**src/rtl/prog_seq_pkg.sv**
```systemverilog
// Shared constants for the run-control sequencer: FSM encoding,
// program base table and the default HALT encoding.
package prog_seq_pkg;

  localparam logic [1:0] S_IDLE = 2'd0;
  localparam logic [1:0] S_LOAD = 2'd1;
  localparam logic [1:0] S_RUN  = 2'd2;
  localparam logic [1:0] S_DONE = 2'd3;

  localparam int PROG_TBL_N = 3;
  localparam logic [PROG_TBL_N-1:0][10:0] PROG_BASE = {11'd512, 11'd256, 11'd0};

  // Default HALT encoding; the top exposes it as its HALT_INSTR parameter.
  localparam logic [8:0] HALT_INSTR_DEF = 9'b111111111;

  // Base address lookup; indices past the table fall back to address 0.
  function automatic logic [10:0] prog_base(input logic [1:0] idx);
    return (int'(idx) < PROG_TBL_N) ? PROG_BASE[idx] : 11'd0;
  endfunction

endpackage

```
**src/rtl/sat_counter.sv**
```systemverilog
// Clearable up-counter that sticks at all-ones instead of wrapping.
module sat_counter
  import prog_seq_pkg::*;
#(
  parameter int W = 16
) (
  input  logic         clk,
  input  logic         rst,
  input  logic         clr,
  input  logic         inc,
  output logic [W-1:0] count
);

  logic [W-1:0] count_q, count_d;

  // Next count: clear wins, otherwise increment until saturated.
  always_comb begin
    count_d = count_q;
    if (clr)
      count_d = '0;
    else if (inc && (count_q != '1))
      count_d = count_q + W'(1);
  end

  // Count register with synchronous reset.
  always_ff @(posedge clk) begin
    if (rst) count_q <= '0;
    else     count_q <= count_d;
  end

  assign count = count_q;

endmodule

```
**src/rtl/prog_sequencer.sv**
```systemverilog
// Run-control sequencer: launches programs from the base table, gates PC
// advance while running, and stops on HALT or the cycle watchdog.
module prog_sequencer
  import prog_seq_pkg::*;
#(
  parameter int                 PC_W       = 11,
  parameter int                 INSTR_W    = 9,
  parameter int                 NUM_PROGS  = 3,
  parameter logic [INSTR_W-1:0] HALT_INSTR = HALT_INSTR_DEF,
  parameter logic [15:0]        MAX_CYCLES = 16'd4095
) (
  input  logic               Clk,
  input  logic               Reset,
  input  logic               Start,
  input  logic [INSTR_W-1:0] Instruction,
  input  logic [PC_W-1:0]    ProgCtr,
  output logic               FetchEn,
  output logic               PcLoad,
  output logic [PC_W-1:0]    PcLoadVal,
  output logic               Done,
  output logic               Timeout,
  output logic [1:0]         ProgIdx,
  output logic [15:0]        CycleCount,
  output logic [PC_W-1:0]    HaltPc
);

  logic [1:0]      state_q, state_d;
  logic [1:0]      prog_idx_q, prog_idx_d, prog_idx_nxt;
  logic [PC_W-1:0] halt_pc_q, halt_pc_d;
  logic [PC_W-1:0] load_val_q, load_val_d;
  logic            timeout_q, timeout_d;
  logic            done_q, done_d;
  logic            halt_hit, wd_hit, stop;
  logic            cnt_clr, cnt_inc;
  logic [15:0]     cycle_cnt;

  // Exact 4-state match so an unknown ROM word never looks like HALT.
  assign halt_hit     = (Instruction === HALT_INSTR);
  assign wd_hit       = (cycle_cnt == (MAX_CYCLES - 16'd1));
  assign stop         = halt_hit || wd_hit;
  assign prog_idx_nxt = (prog_idx_q == 2'(NUM_PROGS - 1)) ? 2'd0 : prog_idx_q + 2'd1;

  // FSM next-state, fetch gating and status capture decode.
  always_comb begin
    state_d    = state_q;
    prog_idx_d = prog_idx_q;
    halt_pc_d  = halt_pc_q;
    load_val_d = load_val_q;
    timeout_d  = timeout_q;
    FetchEn    = 1'b0;
    PcLoad     = 1'b0;
    cnt_clr    = 1'b0;
    cnt_inc    = 1'b0;
    case (state_q)
      S_IDLE: begin
        if (Start) begin
          state_d    = S_LOAD;
          load_val_d = PC_W'(prog_base(prog_idx_q));
          cnt_clr    = 1'b1;
          timeout_d  = 1'b0;
        end
      end
      S_LOAD: begin
        PcLoad  = 1'b1;
        state_d = S_RUN;
      end
      S_RUN: begin
        cnt_inc = 1'b1;
        FetchEn = !stop;
        if (stop) begin
          halt_pc_d = ProgCtr;
          timeout_d = !halt_hit;   // HALT wins over a coincident watchdog
          state_d   = S_DONE;
        end
      end
      default: begin  // S_DONE
        if (Start) begin
          state_d    = S_LOAD;
          prog_idx_d = prog_idx_nxt;
          load_val_d = PC_W'(prog_base(prog_idx_nxt));
          cnt_clr    = 1'b1;
          timeout_d  = 1'b0;
        end
      end
    endcase
    done_d = (state_d == S_DONE);
  end

  // State and registered status outputs.
  always_ff @(posedge Clk) begin
    if (Reset) begin
      state_q    <= S_IDLE;
      prog_idx_q <= 2'd0;
      halt_pc_q  <= '0;
      load_val_q <= '0;
      timeout_q  <= 1'b0;
      done_q     <= 1'b0;
    end else begin
      state_q    <= state_d;
      prog_idx_q <= prog_idx_d;
      halt_pc_q  <= halt_pc_d;
      load_val_q <= load_val_d;
      timeout_q  <= timeout_d;
      done_q     <= done_d;
    end
  end

  sat_counter #(.W(16)) u_cycle_cnt (
    .clk   (Clk),
    .rst   (Reset),
    .clr   (cnt_clr),
    .inc   (cnt_inc),
    .count (cycle_cnt)
  );

  assign PcLoadVal  = load_val_q;
  assign Done       = done_q;
  assign Timeout    = timeout_q;
  assign ProgIdx    = prog_idx_q;
  assign CycleCount = cycle_cnt;
  assign HaltPc     = halt_pc_q;

endmodule

```
**config.mk**
```make
export PLATFORM = sky130hd
export DESIGN_NAME = prog_sequencer
export DESIGN_NICKNAME = d
export VERILOG_FILES = /design/src/rtl/prog_seq_pkg.sv /design/src/rtl/sat_counter.sv /design/src/rtl/prog_sequencer.sv
export SDC_FILE = /design/constraint.sdc
export NUM_CORES = 1
export LEC_CHECK = 0
export ABC_AREA = 1
export BUFFER_PORTS_ARGS = -buffer_cell sky130_fd_sc_hd__buf_2
export CORE_UTILIZATION = 31
export DETAILED_ROUTE_END_ITERATION = 8
export GPL_TIMING_DRIVEN = 0
export PLACE_DENSITY = 0.64
export SLEW_MARGIN = 15
export SYNTH_ARGS = -nofsm -noshare
export SYNTH_HDL_FRONTEND = slang
export SYNTH_SLANG_ARGS = --single-unit
```
**constraint.sdc**
```tcl
create_clock -name Clk -period 2.1 [get_ports Clk]
set_input_delay 0.21 -clock Clk [delete_from_list [all_inputs] [get_ports Clk]]
set_output_delay 0.21 -clock Clk [all_outputs]
set_load 0.02 [all_outputs]
```
==> impl_metrics.csv, run 1 <==
group,metric,value,unit
critical_path,cp_top_family,"flip-flops",
grt,grt_antenna_before_repair,0,
logic_synthesis,ys.flop_type,"dfxtp_1",
critical_path,slowest_stage,"dfxtp_1",
logic_synthesis,yosysWarnings,0,
logic_synthesis,ys_types,26,
clock_network,clkSinkCount,35,
cells_and_area,diodes,0,
grt,grt-ovfl-total,0,
critical_path,cp_max_fo,7,
critical_path,cp-end-kind,"primary output",
clock_network,cts_made_buffers,5,
placement,hpwl,3.96,mm
floorplanning,rows,29,
status,status,"finished clean",
cells_and_area,most-common-layout-cells,"nand2_1 (94), buf_2 (57), nor2_1 (43)",
grt,grt_pass1_wl,8.51,mm
critical_path,critPathMaxStageDelay,0.45,ns
detailed_routing,antenna_left,0,
timing,clock_skew,0.00828,ns
critical_path,critical_path_class,"register to primary output",
logic_synthesis,postSynth.asyncResetShare,0,%
grt,grt_pass1_vias,1897,
logic_synthesis,synth_edf_count,0,
timing,slew_violations,0,
cells_and_area,drive_above_1_share,25.0,%
timing,setup_viol_count_final,0,
clock_network,cts_buffer_depth,2,
logic_synthesis,synth_seq_cells,35,
floorplanning,die_height,85.3,um
grt,grt.met1_usage,18.1,%
placement,placed_cells,469,
timing,fmax,568,MHz
detailed_routing,drc,0,
detailed_routing,firstDrtPassIters,4,
detailed_routing,routed_wl,5.16,mm
power,finalPower,1710,uW
critical_path,cp.arrival,1.55,ns
clock_network,clk_pin_slew,0.07,ns
cells_and_area,final_cells,477,
clock_network,cts_root_buffer,"clkbuf_8",
min_path,min_to,"ProgIdx[0]$_SDFFE_PP0P_",
critical_path,critPathLaunchType,"register",
placement,gp_congestion,0.858,
critical_path,rr_endpoint,"u_cycle_cnt.count[8]$_SDFFE_PP0P_",
cells_and_area,fill_cells,705,
floorplanning,io-pin-count,67,
detailed_routing,drtIter0Drc,80,
timing,rsz0062_at_grt,"no",
cells_and_area,multiInputGateArea,1200,um^2
cells_and_area,mostFrequentLayoutCell,"nand2_1",
cells_and_area,seq_area,701,um^2
clock_network,clock_latency,0.29,ns
power,irDropWorstVdd,369,uV
critical_path,rrSetupSlack,0.34,ns
cells_and_area,syn_to_final_growth,23.2,%
detailed_routing,vias_per_cell,4.52,
grt,grt_use_met2,24.6,%
critical_path,crit_chain,"inv_1 > ha_1 > nand2_1 > nor2_1 > nand2_1 > nand3_1 > inv_1 > buf_2",
job,cap_violations,0,
timing,hold_ws,0.132,ns
grt,grt_max_degree,12,
timing,finalCritPeriodShare,83.9,%
min_path,holdPathStages,2,
cells_and_area,fin_nets,428,
detailed_routing,wl_per_cell,10.8,um
power,p_leak,0.00130,uW
critical_path,ff2ff_path_depth,7,
logic_synthesis,synth_cells,327,
floorplanning,start_util,32.9,%
placement,port_buffers,57,
timing,setup_tns,0,ns
timing,hold_violations,0,
clock_network,cts_setup_buffers,0,
clock_network,ctsHoldBuffers,0,
detailed_routing,vias,2158,
critical_path,rr_startpoint,"state_q[0]$_SDFF_PP0_",
clock_network,cts_htree_levels,2,
power,p_per_area,647,nW/um^2
floorplanning,die_w,85.3,um
floorplanning,dieArea,7270,um^2
critical_path,worstPathBufferInverterCount,3,
logic_synthesis,syn_area,2150,um^2
logic_synthesis,ys_seq_area_share,32.6,%
logic_synthesis,syn_avg_cell_area,6.57,um^2
grt,grt_most_used_layer,"met2",
min_path,holdCritStartpoint,"Reset",
grt,grt_use_met3,3.50,%
clock_network,cts_tree,"yes",
grt,grt_use_total,14.6,%
min_path,hold_class,"input port to register",
floorplanning,core,6530,um^2
critical_path,worstPathRequired,1.89,ns
timing,timing.final.crit_period,1.76,ns
[how the worst max path moves through the flow]
stage	startpoint	to	cells past startpoint
2_1_floorplan	u_cycle_cnt.count[0]$_SDFFE_PP0P_	u_cycle_cnt.count[1]$_SDFFE_PP0P_	9
3_3_place_gp	state_q[0]$_SDFF_PP0_	u_cycle_cnt.count[8]$_SDFFE_PP0P_	7
3_5_place_dp	state_q[0]$_SDFF_PP0_	u_cycle_cnt.count[8]$_SDFFE_PP0P_	7
4_1_cts	state_q[0]$_SDFF_PP0_	u_cycle_cnt.count[8]$_SDFFE_PP0P_	7
5_1_grt	state_q[0]$_SDFF_PP0_	u_cycle_cnt.count[8]$_SDFFE_PP0P_	7
6_report	u_cycle_cnt.count[0]$_SDFFE_PP0P_	FetchEn	8
[sequential cells by signal, indices dropped and copies added (netlist names)]
| name | cells |
|---|---|
| Done | 1 |
| HaltPc | 11 |
| PcLoadVal | 2 |
| ProgIdx | 2 |
| Timeout | 1 |
| state_q | 2 |
| u_cycle_cnt.count | 16 |
[logic make-up (layout without fill, tap and decap cells)]
family | Yosys count | count (layout) | share of synthesized area, %
AO/OA/AOI/OAI | 40 | 40 | 11.8
XOR/XNOR | 5 | 5 | 2.04
adder cells (fa/ha/maj) | 6 | 6 | 3.49
buffers and inverters | 57 | 122 | 13.3
flip-flops | 35 | 35 | 32.6
other | 1 | 9 | 0.174
AND/OR/NAND/NOR | 183 | 183 | 36.6
[per-layer routing]
| metal | up-vias | share of wire (%) |
|---|---|---|
| li1 | 1151 | - |
| met1 | 961 | 46 |
| met2 | 38 | 48 |
| met3 | 8 | 4.0 |
| met4 | 0 | 1.5 |
| met5 | - | 0 |
[stage by stage]
step                setup WS (ns)  util, %  area [um^2]
finish                      0.338     40.6         2650
global route                0.163     40.6         2650
CTS                         0.184     40.5         2650
detailed placement          0.215     39.2         2560
global placement            0.278     39.2         2560
floorplan                   0.440        -         2180
[cells in the mapped netlist (all sizes together), types with 3 or more instances]
master	instances	share of area, %
buf	16	6.1
nor2	49	9.8
nand3	27	6.3
xor2	3	1.2
a21oi	32	9.2
nor3	3	0.70
nand2	97	18
nand4	7	2.0
ha	6	3.5
dfxtp	35	33
inv	39	6.8
o21ai	6	1.9
[report_power, final]
part	switching (uW)	internal (uW)	total [uW]
clock network	256	232	488
registers	29.3	697	727
logic	325	172	498
total	611	1100	1710
[area by class of cell]
cell class              instances  share of cell area (%)
plain buffers                  18                    5.24
clock buffers                   6                    2.74
clock inverters                 2                   0.472
inverters                      39                    5.53
multi-input cells             243                    45.2
flip-flops and latches         35                    26.5
well taps                      77                    3.64
repair buffers                 57                    10.8
[worst register-to-register path, stage by stage (launching register included)]
cell     delay (ns)
dfxtp_1        0.38
inv_1          0.11
ha_1           0.35
nor2_1         0.28
nor2_2         0.14
inv_1          0.15
buf_6          0.19
a21oi_1        0.05
[what timing repair did]
action                                  CTS  global route
endpoints found under the setup margin    0             3
resized for setup                         0             1
endpoints found under the hold margin     0             0
Note: power is estimated with default switching activity, not from simulation.
==> run 2, diff against run 1 <==
- clock period: 2.1 -> 1.75 ns (I/O delays scaled with it)
==> run 2 against run 1 <==
Compared with the run above: die area is the same; flip-flop and latch count stayed put; via count grew 0.14%; clock skew barely moved; critical endpoint unchanged; sequential share of layout area grew 0.34 points; critical path depth is the same; utilization up 0.56 points; hold slack lost 0.016 ns; cell count unchanged; sequential power up 20%; combinational power increased by 25%.
==> impl_metrics.csv, run 2 (same netlist as run 1, synthesis figures left out) <==
group,metric,value,unit
placement,gp_congestion,0.858,
detailed_routing,drtIter0Drc,93,
power,p_sw,747,uW
floorplanning,dieArea,7270,um^2
floorplanning,rows,29,
grt,grt_pass1_vias,1892,
clock_network,ctsHoldBuffers,0,
detailed_routing,routed_wl,5.17,mm
cells_and_area,most-common-layout-cells,"nand2_1 (94), buf_2 (57), nor2_1 (42)",
power,p_leak,0.00131,uW
power,p_seq_share,41.8,%
clock_network,cts_buffer_depth,2,
critical_path,critical_path_class,"register to primary output",
cells_and_area,drive_above_1_share,28.7,%
power,p_int,1330,uW
cells_and_area,fin_util,41.1,%
placement,pre_cts_slack,-0.135,ns
timing,fin_ws,0.103,ns
critical_path,critPathLaunchType,"register",
power,power_frac_clock,28.3,%
critical_path,slowest_stage,"dfxtp_2",
clock_network,clk_pin_slew,0.07,ns
job,cap_violations,0,
grt,grt-ovfl-total,0,
power,switching_share,35.9,%
cells_and_area,diodes,0,
timing,clock_skew,0.00864,ns
floorplanning,core,6530,um^2
critical_path,worstPathRequired,1.57,ns
cells_and_area,mostFrequentLayoutCell,"nand2_1",
cells_and_area,syn_to_final_growth,24.9,%
timing,finalCritPeriodShare,94.1,%
placement,port_buffers,57,
power,p_per_area,775,nW/um^2
power,irDropWorstVdd,443,uV
floorplanning,io-pin-count,67,
placement,dpl_cell_area,2560,um^2
critical_path,cp.arrival,1.47,ns
status,status,"finished clean",
clock_network,clock_latency,0.29,ns
grt,grt_use_total,14.5,%
critical_path,crit_chain,"inv_1 > ha_1 > nand2_1 > nor2_1 > nand2_1 > nand3_1 > inv_1 > buf_2",
clock_network,cts_root_buffer,"clkbuf_8",
critical_path,cp_top_family,"flip-flops",
critical_path,cp-end-kind,"primary output",
timing,rsz0062_at_grt,"no",
clock_network,cts_htree_levels,2,
timing,fmax,607,MHz
clock_network,cts_made_buffers,5,
timing,setup_viol_count_final,0,
cells_and_area,fill_cells,700,
detailed_routing,vias,2161,
grt,grt_antenna_before_repair,0,
detailed_routing,vias_per_cell,4.53,
timing,setup_tns,0,ns
cells_and_area,fin_nets,428,
min_path,hold_class,"input port to register",
clock_network,cts_setup_buffers,0,
grt,grt_pass1_wl,8.48,mm
timing,hold_violations,0,
critical_path,critPathMaxStageDelay,0.40,ns
cells_and_area,largest_register_ffs,16,
detailed_routing,wl_per_cell,10.8,um
critical_path,worstPathBufferInverterCount,3,
detailed_routing,firstDrtPassIters,4,
floorplanning,die_height,85.3,um
grt,grt_max_degree,12,
placement,hpwl,3.96,mm
timing,slew_violations,0,
timing,timing.final.crit_period,1.65,ns
floorplanning,start_util,32.9,%
clock_network,cts_tree,"yes",
critical_path,cp_max_fo,7,
floorplanning,die_w,85.3,um
detailed_routing,drc,0,
detailed_routing,antenna_left,0,
power,power_frac_comb,29.9,%
clock_network,clkSinkCount,35,
cells_and_area,final_cell_area,2690,um^2
## run 2: timing repair
| item | CTS | global route |
|---|---|---|
| gates resized for setup | 3 | 17 |
| endpoints found under the setup margin | 14 | 16 |
| gates cloned | 0 | 0 |
## run 2: metrics by stage
step	total power, uW	hold WS, ns	std cells
after floorplan	1320	0.244	335
after global placement	1480	0.405	469
after detailed placement	1490	0.397	469
after CTS	2090	0.0922	477
after global routing	2210	0.122	477
final	2080	0.116	477
## run 2: cell type report
class	count	area [um^2]	share of cell area, %
inverters	39	146	5.45
clock buffers	6	72.6	2.70
clock inverters	2	12.5	0.466
repair buffers	57	285	10.6
flip-flops and latches	35	719	26.8
well taps	77	96.3	3.59
plain buffers	18	139	5.17
multi-input cells	243	1210	45.2
## run 2: final timing paths
path                                startpoint                           endpoint  slack [ns]  depth (start not counted)
max          u_cycle_cnt.count[0]$_SDFFE_PP0P_                            FetchEn        0.10                          8
min                                      Reset            ProgIdx[0]$_SDFFE_PP0P_        0.12                          2
max reg2reg  u_cycle_cnt.count[0]$_SDFFE_PP0P_  u_cycle_cnt.count[6]$_SDFFE_PP0P_        0.15                          8
min reg2reg               Timeout$_SDFFE_PP0P_               Timeout$_SDFFE_PP0P_        0.45                          2
## run 2: power groups by stage
stage / Sequential [uW] / Clock, uW / Combinational [uW]
5_1_grt: 876 / 637 / 695
4_1_cts: 873 / 612 / 607
3_3_place_gp: 889 / 0 / 587
6_report: 870 / 588 / 623
3_5_place_dp: 890 / 0 / 596
2_1_floorplan: 917 / 0 / 406
## run 2: per-layer routing
metal  track usage (%)  vias up  wire [um]
met4              5.30        0         71
met3              3.50        6        214
li1                  -     1150          -
met1              18.0      958       2370
met2              24.6       47       2510
met5                 0        -          0
